$ cat src/rtl/cache_flush_seq.sv
// Walks every tag line: reads it, writes dirty lines back when asked, then invalidates it. Costs 3 cycles per invalid line and 5 per valid line.
// The write-back stalls on i_mem_ready and i_mem_resp, and new requests are refused until the walk ends.
module cache_flush_seq #(
  parameter int abus    = 64,
  parameter int waybits = 2,
  parameter int ibits   = 6,
  parameter int lnbits  = 5,
  parameter int flbits  = 4
) (
  input  logic                         i_clk,
  input  logic                         i_nrst,
  input  logic                         i_flush_valid,
  input  logic                         i_flush_wb,
  output logic                         o_flush_ready,
  output logic                         o_flush_end,
  output logic [ibits+waybits:0]       o_wb_cnt,
  output logic                         o_tag_direct_access,
  output logic                         o_tag_re,
  output logic                         o_tag_invalidate,
  output logic [abus-1:0]              o_tag_addr,
  input  logic [abus-1:0]              i_tag_raddr,
  input  logic [8*(2**lnbits)-1:0]     i_tag_rdata,
  input  logic [flbits-1:0]            i_tag_rflags,
  input  logic                         i_tag_hit,
  output logic                         o_mem_valid,
  input  logic                         i_mem_ready,
  output logic [abus-1:0]              o_mem_addr,
  output logic [8*(2**lnbits)-1:0]     o_mem_wdata,
  input  logic                         i_mem_resp
);

  localparam int cbits = ibits + waybits;

  typedef enum logic [3:0] {
    IDLE, RD_REQ, RD_RESP, WB_REQ, WB_WAIT, INV_REQ, INV_WR, NEXT, DONE
  } state_t;

  state_t                 state;
  logic [cbits-1:0]       cnt;
  logic                   wb_q;
  logic [abus-1:lnbits]   raddr_q;

  logic [cbits-1:0]       cnt_inc;
  logic [lnbits-1:0]      way_pad;
  logic [lnbits-1:0]      way_pad_inc;
  logic [abus-1:0]        rd_addr_next;

  assign cnt_inc      = cnt + 1'b1;
  assign way_pad      = lnbits'(cnt[waybits-1:0]);
  assign way_pad_inc  = lnbits'(cnt_inc[waybits-1:0]);
  assign rd_addr_next = abus'({cnt_inc[cbits-1:waybits], way_pad_inc});

  // Only VALID and DIRTY steer the walk; hit and the line offset carry no information here.
  logic unused_ok;
  assign unused_ok = &{1'b0, i_tag_hit, i_tag_raddr[lnbits-1:0], i_tag_rflags[flbits-1:2]};

  always_ff @(posedge i_clk) begin
    if (!i_nrst) begin
      state               <= IDLE;
      cnt                 <= '0;
      wb_q                <= 1'b0;
      raddr_q             <= '0;
      o_wb_cnt            <= '0;
      o_flush_ready       <= 1'b1;
      o_flush_end         <= 1'b0;
      o_tag_direct_access <= 1'b0;
      o_tag_re            <= 1'b0;
      o_tag_invalidate    <= 1'b0;
      o_tag_addr          <= '0;
      o_mem_valid         <= 1'b0;
      o_mem_addr          <= '0;
      o_mem_wdata         <= '0;
    end else begin
      case (state)
        IDLE: begin
          if (i_flush_valid) begin
            wb_q                <= i_flush_wb;
            cnt                 <= '0;
            o_wb_cnt            <= '0;
            o_flush_ready       <= 1'b0;
            o_tag_direct_access <= 1'b1;
            o_tag_re            <= 1'b1;
            o_tag_addr          <= '0;
            state               <= RD_REQ;
          end
        end
        RD_REQ: begin
          o_tag_direct_access <= 1'b0;
          o_tag_re            <= 1'b0;
          o_tag_addr          <= '0;
          state               <= RD_RESP;
        end
        RD_RESP: begin
          raddr_q <= i_tag_raddr[abus-1:lnbits];
          if (!i_tag_rflags[0]) begin
            state <= NEXT;
          end else if (i_tag_rflags[1] && wb_q) begin
            o_mem_valid <= 1'b1;
            o_mem_addr  <= {i_tag_raddr[abus-1:lnbits], {lnbits{1'b0}}};
            o_mem_wdata <= i_tag_rdata;
            state       <= WB_REQ;
          end else begin
            o_tag_direct_access <= 1'b1;
            o_tag_invalidate    <= 1'b1;
            o_tag_addr          <= {i_tag_raddr[abus-1:lnbits], way_pad};
            state               <= INV_REQ;
          end
        end
        WB_REQ: begin
          if (i_mem_ready) begin
            o_mem_valid <= 1'b0;
            o_mem_addr  <= '0;
            o_mem_wdata <= '0;
            state       <= WB_WAIT;
          end
        end
        WB_WAIT: begin
          if (i_mem_resp) begin
            o_wb_cnt            <= o_wb_cnt + 1'b1;
            o_tag_direct_access <= 1'b1;
            o_tag_invalidate    <= 1'b1;
            o_tag_addr          <= {raddr_q, way_pad};
            state               <= INV_REQ;
          end
        end
        INV_REQ: begin
          // Address stays up for one more cycle while the tag memory writes the cleared flags.
          o_tag_invalidate <= 1'b0;
          state            <= INV_WR;
        end
        INV_WR: begin
          o_tag_direct_access <= 1'b0;
          o_tag_addr          <= '0;
          state               <= NEXT;
        end
        NEXT: begin
          if (&cnt) begin
            o_flush_end <= 1'b1;
            state       <= DONE;
          end else begin
            cnt                 <= cnt_inc;
            o_tag_direct_access <= 1'b1;
            o_tag_re            <= 1'b1;
            o_tag_addr          <= rd_addr_next;
            state               <= RD_REQ;
          end
        end
        DONE: begin
          o_flush_end   <= 1'b0;
          o_flush_ready <= 1'b1;
          state         <= IDLE;
        end
        default: state <= IDLE;
      endcase
    end
  end

endmodule

$ cat config.mk
export PLATFORM = sky130hd
export DESIGN_NAME = cache_flush_seq
export DESIGN_NICKNAME = d
export VERILOG_FILES = /design/src/rtl/cache_flush_seq.sv
export SDC_FILE = /design/constraint.sdc
export NUM_CORES = 1
export LEC_CHECK = 0
export BUFFER_PORTS_ARGS = -buffer_cell sky130_fd_sc_hd__buf_2
export CAP_MARGIN = 15
export CORE_AREA = 2 2 280 282
export CTS_BUF_LIST = sky130_fd_sc_hd__clkbuf_4 sky130_fd_sc_hd__clkbuf_8
export DETAILED_ROUTE_END_ITERATION = 8
export DIE_AREA = 0 0 282 284
export GPL_TIMING_DRIVEN = 0
export PLACE_DENSITY_LB_ADDON = 0.05
export SLEW_MARGIN = 5
export SYNTH_ARGS = -nofsm -noshare
export SYNTH_HDL_FRONTEND = slang
export SYNTH_SLANG_ARGS = --single-unit
$ cat constraint.sdc
create_clock -name i_clk -period 3.7 [get_ports i_clk]
set_clock_uncertainty 0.05 [all_clocks]
set_input_delay 0.925 -clock i_clk [delete_from_list [all_inputs] [get_ports i_clk]]
set_output_delay 0.925 -clock i_clk [all_outputs]
set_load 0.05 [all_outputs]
==> Word-level counts from Yosys, hierarchy flattened <==
Cells that the tools add are included.
{ "op_classes": {"n_addsub": 2, "reduce_logical": 22, "n_eq_ne": 16, "muxes": 43} }
{ "op_table": {"columns": ["cell", "count"], "rows": [
  ["256-bit two-way mux", 3],
  ["64-bit two-way mux", 8],
  ["256-bit one-hot mux with 2 select lines", 1],
  ["64-bit one-hot mux with 5 select lines", 1],
  ["64-bit one-hot mux with 2 select lines", 1],
  ["4-bit one-hot mux with 8 select lines", 1],
  ["9-bit two-way mux", 2],
  ["9-bit one-hot mux with 2 select lines", 1],
  ["4-bit by 3-bit equality test with 1-bit output (second input constant)", 4],
  ["4-bit two-way mux", 4],
  ["8-bit two-way mux", 2],
  ["2-bit inequality test (second input constant)", 8],
  ["8-bit one-hot mux with 2 select lines", 1],
  ["3-bit AND reduction", 4],
  ["1-bit two-way mux", 10],
  ["2-bit nonzero test", 5],
  ["9-bit by 1-bit adder with 9-bit output (second input constant)", 1],
  ["8-bit by 1-bit adder with 8-bit output (second input constant)", 1],
  ["4-bit by 2-bit equality test with 1-bit output (second input constant)", 2],
  ["4-bit AND reduction", 2],
  ["8-bit AND reduction", 1],
  ["3-bit two-way mux", 2],
  ["1-bit one-hot mux with 2 select lines", 3],
  ["1-bit one-hot mux with 3 select lines", 2],
  ["other kinds (10)", 13]
]} }
{ "word_totals": {"in_bits": 331, "elab_cells": 97, "reg_bits": 471} }

==> Logic depth before layout (Yosys ltp) <==
Gate-level depths: netlist of run 1.
{ "logic_depth": {"depth_word": 4, "ltp_mapped": 9, "depth_no_buf": 6} }

==> Worst setup path before layout of run 1 <==
Ideal clock, no wire load.
{ "synth_path": {"path_kind": "input-to-reg", "from": "input port i_tag_rflags[1]", "to": "register o_mem_addr[24]", "arrival_ns": 2.115, "stages": 8, "setup_ns": 0.128, "setup_slack_ns": 1.408, "cell_sequence": "nand3_2 or2_1 a211o_1 buf_6 buf_6 buf_6 a22oi_2 nor2_1"} }
{ "synth_via": {"elab_chain_len": 3} }
{ "synth_rtl": {"columns": ["item", "line", "source"], "rows": [
  ["from (decl)", "23", "input logic [flbits-1:0] i_tag_rflags,"],
  ["1-bit logical AND", "97", "end else if (i_tag_rflags[1] && wb_q) begin"],
  ["2-bit inequality test (no source line)", null, null],
  ["4-bit AND reduction (no source line)", null, null],
  ["to (signal assigned)", "99", "o_mem_addr <= {i_tag_raddr[abus-1:lnbits], {lnbits{1'b0}}};"],
  ["to (decl)", "27", "output logic [abus-1:0] o_mem_addr,"]
]} }
Every way passes these cells.
A chain may end at the register's enable or synchronous reset.

==> Worst setup path after layout of run 1 <==
{ "layout_path": {"from": "input port i_nrst", "to": "register o_mem_wdata[251]"} }
{ "layout_lines": {"columns": ["item", "line", "source"], "rows": [
  ["from (decl)", "11", "input logic i_nrst,"],
  ["to (signal assigned)", "100", "o_mem_wdata <= i_tag_rdata;"],
  ["to (decl)", "28", "output logic [8*(2**lnbits)-1:0] o_mem_wdata,"]
]} }
No word-level cell between the ends.

==> out/qor.yml, run 1 <==
clock_tree:
  cts_tree: "done"
  cts_setup_buffers: 0
  ctsRootBufferMaster: "clkbuf_8"
  cts_buffers: 90
  cts_resized: 0
  clkLatencyLatePin_ps: 660
  clkTransAtPathRegs_ps: 60
  cts_max_path_buffers: 3
  clock_sinks: 463
  h-tree-depth: 3
  holdBufCountCts: 0
die:
  die_area_um2: 80090
  ioPinCount: 730
  start_util_pct: 23.60
  fp.coreArea_um2: 76960
  die_w_um: 282
  num_rows: 102
  dieHeight_um: 284
critical_path:
  cp-end-kind: "register"
  cp_common_cell: "clkbuf_1"
  cp_max_fo: 10
  cp_slowest_stage_delay_ps: 620
  worstPathCellList: "clkbuf_1 -> inv_1 -> clkbuf_1 -> clkbuf_1 -> buf_8 -> clkbuf_1 -> nor2_1"
  cp.required_ps: 4160
  slowest_stage: "clkbuf_1"
  path_class: "in2reg"
  arrival_ps: 3310
  start_kind: "input pin"
grt:
  grt_pass1_vias: 16620
  globalRouteTotalUtil_pct: 18.49
  antenna_found_initial: 13
  grt_pass1_wl_um: 111200
  grt_max_degree: 13
  grt_remaining_overflow: 0
synth:
  syn_inst: 1786
  synthFlopType: "dfxtp_1"
  async_flop_share_pct: 0
  ys_seq_elements: 463
  yosysUniqueCellTypes: 63
  syn_area_um2: 18160
  yosysWarnings: 0
  yosysSeqAreaShare_pct: 51.03
  syn_avg_cell_area_um2: 10.17
  synth-edff-count: 0
pwr:
  power.switching_w: 0.003396
  seqPwrFrac_pct: 42.8
  peakVddDrop_mv: 0.1858
  leakagePower_nw: 10.58
  p_int_w: 0.008737
  power_frac_clock_pct: 44.8
  combPwrFrac_pct: 12.3
  power.total_w: 0.01213
  power_density_nw_per_um2: 485.1
  switching_share_pct: 27.99
final_layout:
  layout-drive-gt1-share_pct: 46.64
  multi_input_area_um2: 7670
  fin_cells: 3717
  finalCoreUtilization_pct: 32.50
  nets: 2931
  final_common_cell: "buf_2"
  fillers: 8241
  layout_common_cells: "buf_2 (736), dfxtp_1 (463), nor2_1 (337), a22oi_2 (240), nand2_1 (188)"
  area_growth_pct: 37.71
  seqCellArea_um2: 9269
min_path:
  hold_path.class: "reg2reg"
drt:
  routed_wl_um: 76830
  first_pass_iters: 5
  routedWlPerCell_um: 20.67
  antenna_left: 0
  drtIter0Drc: 885
  drc: 0
  vias_per_cell: 4.458
  vias: 16570
sta:
  slew_viol_final: 0
  fmax_ghz: 0.3515
  setup_violations: 0
  rsz0062_at_grt: "no"
  hold_viol_final: 0
  finalSetupTns_ps: 0
  max_slew.worst_pin.slew_ps: 958.0
  finalCritPeriodShare_pct: 76.90
  period_needed_ps: 2845
  timing.hold.ws_ps: 404.2
  slew_headroom_pct: 36.14
place:
  place_congestion: 0.7938
  io_buffers: 712
  dp_hpwl_um: 59210
  dp.cells: 3546
job:
  timing.max_cap.violations: 0
outcome:
  status: "complete, no violations"
## critical path: cells and delay by family
family | cells | cell delay (ps)
buffers and inverters | 6 | 2240
and+or+nand+nor | 1 | 110
## kinds of logic after synthesis
group,after synthesis,share of synthesized area [%]
xor+xnor,9,0.4340
fa+ha+maj,2,0.1378
compound gates,546,28.29
simple gates,579,12.97
flops,463,51.03
buf+inv,182,6.882
mux,4,0.2342
other cells,1,0.02065
## through the flow
| stage | setup WS, ps | cell area, µm² |
|---|---|---|
| 2_1_floorplan | 1408 | 18190 |
| 3_3_place_gp | -251.1 | 23050 |
| 3_5_place_dp | 70.90 | 23070 |
| 4_1_cts | 805.1 | 24980 |
| 5_1_grt | 710.8 | 25000 |
| 6_report | 854.7 | 25010 |
## routing by layer
layer	vias up	part of all wire [%]	global-route usage [%]
li1	8012	-	-
met1	7984	40	21.24
met2	495	50	32.11
met3	78	7.9	6.315
met4	2	1.7	5.386
met5	-	0.017	0.6716
## cells in the mapped netlist (all sizes together), types with 2 or more instances
cell	instances	area, µm²
o211ai	4	30.03
nand4	5	52.55
a21oi	131	659.4
clkbuf	75	281.5
dfxtp	463	9269
nor3	10	55.05
nand2b	4	25.02
a22oi	320	3603
a31o	2	17.52
nor2b	4	25.02
nor2	339	1291
and2	2	12.51
o21bai	2	18.77
mux2i	2	20.02
or2	2	12.52
mux2	2	22.52
nand3	12	65.06
o22ai	3	18.77
buf	103	953.4
a32o	5	50.05
inv	4	15.01
or3	5	31.28
or4	2	15.01
ha	2	25.02
xnor2	5	43.79
o221a	2	22.52
xor2	4	35.03
nand2	189	716.9
a311oi	55	544.3
o21ai	10	50.05
## power by group through the flow
stage | combinational (W) | clock (W) | sequential [W]
after floorplan | 0.000575 | 0 | 0.00563
after global placement | 0.00152 | 0 | 0.00530
after detailed placement | 0.00152 | 0 | 0.00530
after CTS | 0.00152 | 0.00571 | 0.00520
after global routing | 0.00162 | 0.00594 | 0.00521
final | 0.00150 | 0.00544 | 0.00520
## area by class of cell
type                       count  share of cell area [%]
sequential                   463                   37.06
multi-input combinational   1148                   30.67
timing repair buffer         713                   14.31
clock buffer                 149                   7.274
tap                         1040                   5.203
buffer                       178                   4.937
clock inverter                10                  0.3752
antenna                       12                  0.1201
inverter                       4                 0.06003
## sequential cells by signal, summed over array words and instances, names as in the netlist
register             count
o_mem_wdata            256
o_tag_invalidate         1
o_tag_re                 1
o_wb_cnt                 9
o_mem_valid              1
state                    4
o_flush_end              1
o_flush_ready            1
o_tag_direct_access      1
o_tag_addr              61
o_mem_addr              59
cnt                      8
wb_q                     1
raddr_q                 59
## worst paths after layout
check                                  from  slack (ps)               end  cells after the start
worst max register to register       cnt[0]        1320    o_tag_addr[58]                      8
worst max-delay path                 i_nrst         850  o_mem_wdata[251]                      7
worst min-delay path            raddr_q[54]         400       raddr_q[54]                      2
worst min register to register  raddr_q[54]         400       raddr_q[54]                      2
No activity file was read; power rests on OpenSTA's default activity.
==> run 2: changes to the inputs <==
--- a/config.mk
+++ b/config.mk
@@ -5,12 +5,13 @@
 export SDC_FILE = /design/constraint.sdc
 export NUM_CORES = 1
 export LEC_CHECK = 0
+export ABC_AREA = 1
 export BUFFER_PORTS_ARGS = -buffer_cell sky130_fd_sc_hd__buf_2
 export CAP_MARGIN = 15
-export CORE_AREA = 2 2 280 282
+export CORE_AREA = 2 2 285 287
 export CTS_BUF_LIST = sky130_fd_sc_hd__clkbuf_4 sky130_fd_sc_hd__clkbuf_8
 export DETAILED_ROUTE_END_ITERATION = 8
-export DIE_AREA = 0 0 282 284
+export DIE_AREA = 0 0 287 289
 export GPL_TIMING_DRIVEN = 0
 export PLACE_DENSITY_LB_ADDON = 0.05
 export SLEW_MARGIN = 5
==> constraint.sdc (replaced) <==
create_clock -name i_clk -period 2.8 [get_ports i_clk]
set_clock_uncertainty 0.05 [all_clocks]
set_input_delay 0.7 -clock i_clk [delete_from_list [all_inputs] [get_ports i_clk]]
set_output_delay 0.7 -clock i_clk [all_outputs]
set_load 0.05 [all_outputs]
==> run 2 against run 1 <==
Compared with the run above:
- die area rose by 3.6%
- area after synthesis down 2.8%
- synthesized cell count rose by 29%
- hold slack worse by 160 ps
- via count increased by 13%
- critical path type is now reg2reg
- design area fell by 2.4%
- global-route usage decreased by 0.11 points
- worst setup slack got worse by 600 ps
- critical endpoint is now o_mem_wdata[3]
==> out/qor.yml, run 2 <==
grt:
  grt_pass1_vias: 18420
  grt_use_met2_pct: 31.32
  globalRouteMet3Util_pct: 4.850
  grt_pass1_wl_um: 116600
  grt-busiest-layer: "met2"
  grtUsageMet1_pct: 22.30
  grt_remaining_overflow: 0
  grt_max_degree: 13
  antenna_found_initial: 13
  globalRouteTotalUtil_pct: 18.37
drt:
  routedWlPerCell_um: 18.93
  routed_wl_um: 80350
  antenna_left: 0
  drtIter0Drc: 881
  drc: 0
  first_pass_iters: 5
  vias: 18770
  vias_per_cell: 4.422
synth:
  syn_area_um2: 17650
  yosysSeqAreaShare_pct: 52.51
  syn_inst: 2304
  netlist_top_cells_count: "nand2_1 (674), dfxtp_1 (463), a21oi_1 (455), nand3_1 (403), clkbuf_1 (85)"
  syn_avg_cell_area_um2: 7.662
  ys_seq_elements: 463
  synth_top_area_cell: "dfxtp_1"
  yosysWarnings: 0
  yosysUniqueCellTypes: 32
  synth-edff-count: 0
  async_flop_share_pct: 0
  synth.most_common_cell: "nand2_1"
  synthTopCellsByArea: "dfxtp_1 (53%), nand2_1 (14%), a21oi_1 (13%)"
  synthFlopType: "dfxtp_1"
  synth_top_area_share_pct: 52.51
place:
  place_congestion: 0.8174
  dp_hpwl_um: 62010
  place_ws_ps: -574.8
  dp.cells: 4085
  place_area_um2: 22590
  io_buffers: 713
clock_tree:
  ctsRootBufferMaster: "clkbuf_8"
  clkTransAtPathRegs_ps: 60
  cts_setup_buffers: 0
  cts_max_path_buffers: 3
  cts_tree: "done"
  cts_buffers: 90
  clock_sinks: 463
  clkLatencyLatePin_ps: 680
  cts_resized: 0
  h-tree-depth: 3
  holdBufCountCts: 0
die:
  ioPinCount: 730
  die_w_um: 287
  fp.coreArea_um2: 79900
  start_util_pct: 22.10
  die_area_um2: 82940
  dieHeight_um: 289
  num_rows: 104
sta:
  fin_ws_ps: 250.5
  period_needed_ps: 2550
  slew_viol_final: 0
  hold_viol_final: 0
  slew_headroom_pct: 41.14
  fmax_ghz: 0.3922
  setup_violations: 0
  finalCritPeriodShare_pct: 91.06
  rsz0062_at_grt: "no"
  max_slew.worst_pin.slew_ps: 882.9
pwr:
  power_density_nw_per_um2: 1006
  switching_share_pct: 44.13
  power.switching_w: 0.01084
  p_int_w: 0.01373
  power_frac_clock_pct: 28.3
  peakVddDrop_mv: 0.3890
  seqPwrFrac_pct: 32.4
  combPwrFrac_pct: 39.3
  leakagePower_nw: 10.63
critical_path:
  cp-endpoint: "o_mem_wdata[3]"
  worstSetupStartpoint: "state[1]"
  arrival_ps: 3100
  reg2reg_from: "state[1]"
  reg2reg_to: "o_mem_wdata[3]"
  cp-end-kind: "register"
  start_kind: "register"
  cp_max_fo: 10
  r2r_setup_slack_ps: 250
  cp.required_ps: 3350
  rr_worst_depth: 9
  path_class: "reg2reg"
final_layout:
  layout_common_cells: "buf_2 (794), nand2_1 (674), dfxtp_1 (463), a21oi_1 (455), nand3_1 (403)"
  final_common_cell: "buf_2"
  layout-drive-gt1-share_pct: 31.43
  largest_reg_flops: 256
  fin_cells: 4244
  nets: 3450
  reg.largest.list: "o_mem_wdata (256), o_tag_addr (61)"
  design_area_um2: 24420
  area_growth_pct: 38.34
  finalCoreUtilization_pct: 30.57
  regMostFlops: "o_mem_wdata"
outcome:
  status: "complete, no violations"
job:
  timing.max_cap.violations: 0
min_path:
  hold_path.class: "in2reg"
## run 2: cell types whose count changed after synthesis, moves of 57 or more
cell / before / now
a22oi_1: 80 / 0
nand2_1: 188 / 674
nor2_1: 337 / 31
nand3_1: 11 / 403
buf_2: 24 / 82
a22oi_2: 240 / 0
a21oi_1: 130 / 455
buf_6: 64 / 7
## run 2: stage by stage
stage	TNS (ps)	power, W	hold WS, ps
finish	0	0.02457	244.1
global route	0	0.02613	187.0
CTS	0	0.02507	147.5
detailed placement	-53620	0.01792	397.6
global placement	-46850	0.01787	391.6
floorplan	0	0.01466	374.3
## run 2: cell type report
cell class,instances,area (µm²)
Clock buffer,137,1735
Clock inverter,10,68.82
Antenna cell,12,30.03
Buffer,202,1017
Inverter,34,127.6
Sequential cell,463,9269
Multi-Input combinational cell,1612,7268
Timing Repair Buffer,714,3580
Fill cell,8942,55470
Tap cell,1060,1326
## run 2: worst min-delay path by stage
stage                                 from               end  depth (start not counted)
after floorplan                       wb_q              wb_q                          2
after global placement            o_tag_re          o_tag_re                          2
after detailed placement  o_mem_wdata[168]  o_mem_wdata[168]                          2
after CTS                 i_tag_rdata[248]  o_mem_wdata[248]                          3
after global routing      i_tag_rdata[247]  o_mem_wdata[247]                          3
final                     i_tag_rdata[248]  o_mem_wdata[248]                          3
## run 2: cells by family after synthesis
| group | Yosys count | share of synthesized area (%) |
|---|---|---|
| compound gates | 471 | 13.48 |
| fa+ha+maj | 2 | 0.1417 |
| buf+inv | 236 | 6.471 |
| flops | 463 | 52.51 |
| other cells | 1 | 0.02124 |
| simple gates | 1131 | 27.38 |
## run 2: power by group through the flow
stage | combinational [W] | clock [W] | sequential (W)
floorplan | 0.00427 | 0 | 0.0104
global placement | 0.00979 | 0 | 0.00808
detailed placement | 0.00983 | 0 | 0.00809
CTS | 0.00985 | 0.00725 | 0.00796
global route | 0.0105 | 0.00752 | 0.00807
finish | 0.00966 | 0.00695 | 0.00796
## run 2: metal layers
layer | part of all wire [%] | vias to the layer above | wire length [µm]
met3 | 6.8 | 127 | 5480
li1 | - | 9336 | -
met5 | 0.016 | - | 13
met2 | 49 | 549 | 38990
met4 | 2.7 | 2 | 2187
met1 | 42 | 8755 | 33680
## run 2: critical path, stage by stage, from the launching register on
cell     delay [ps]
dfxtp_1         440
inv_2           100
nor2_4          210
nand2_4         190
o21ai_2         170
buf_4           290
buf_4           290
buf_2           340
nand3_1         210
a21oi_1         180
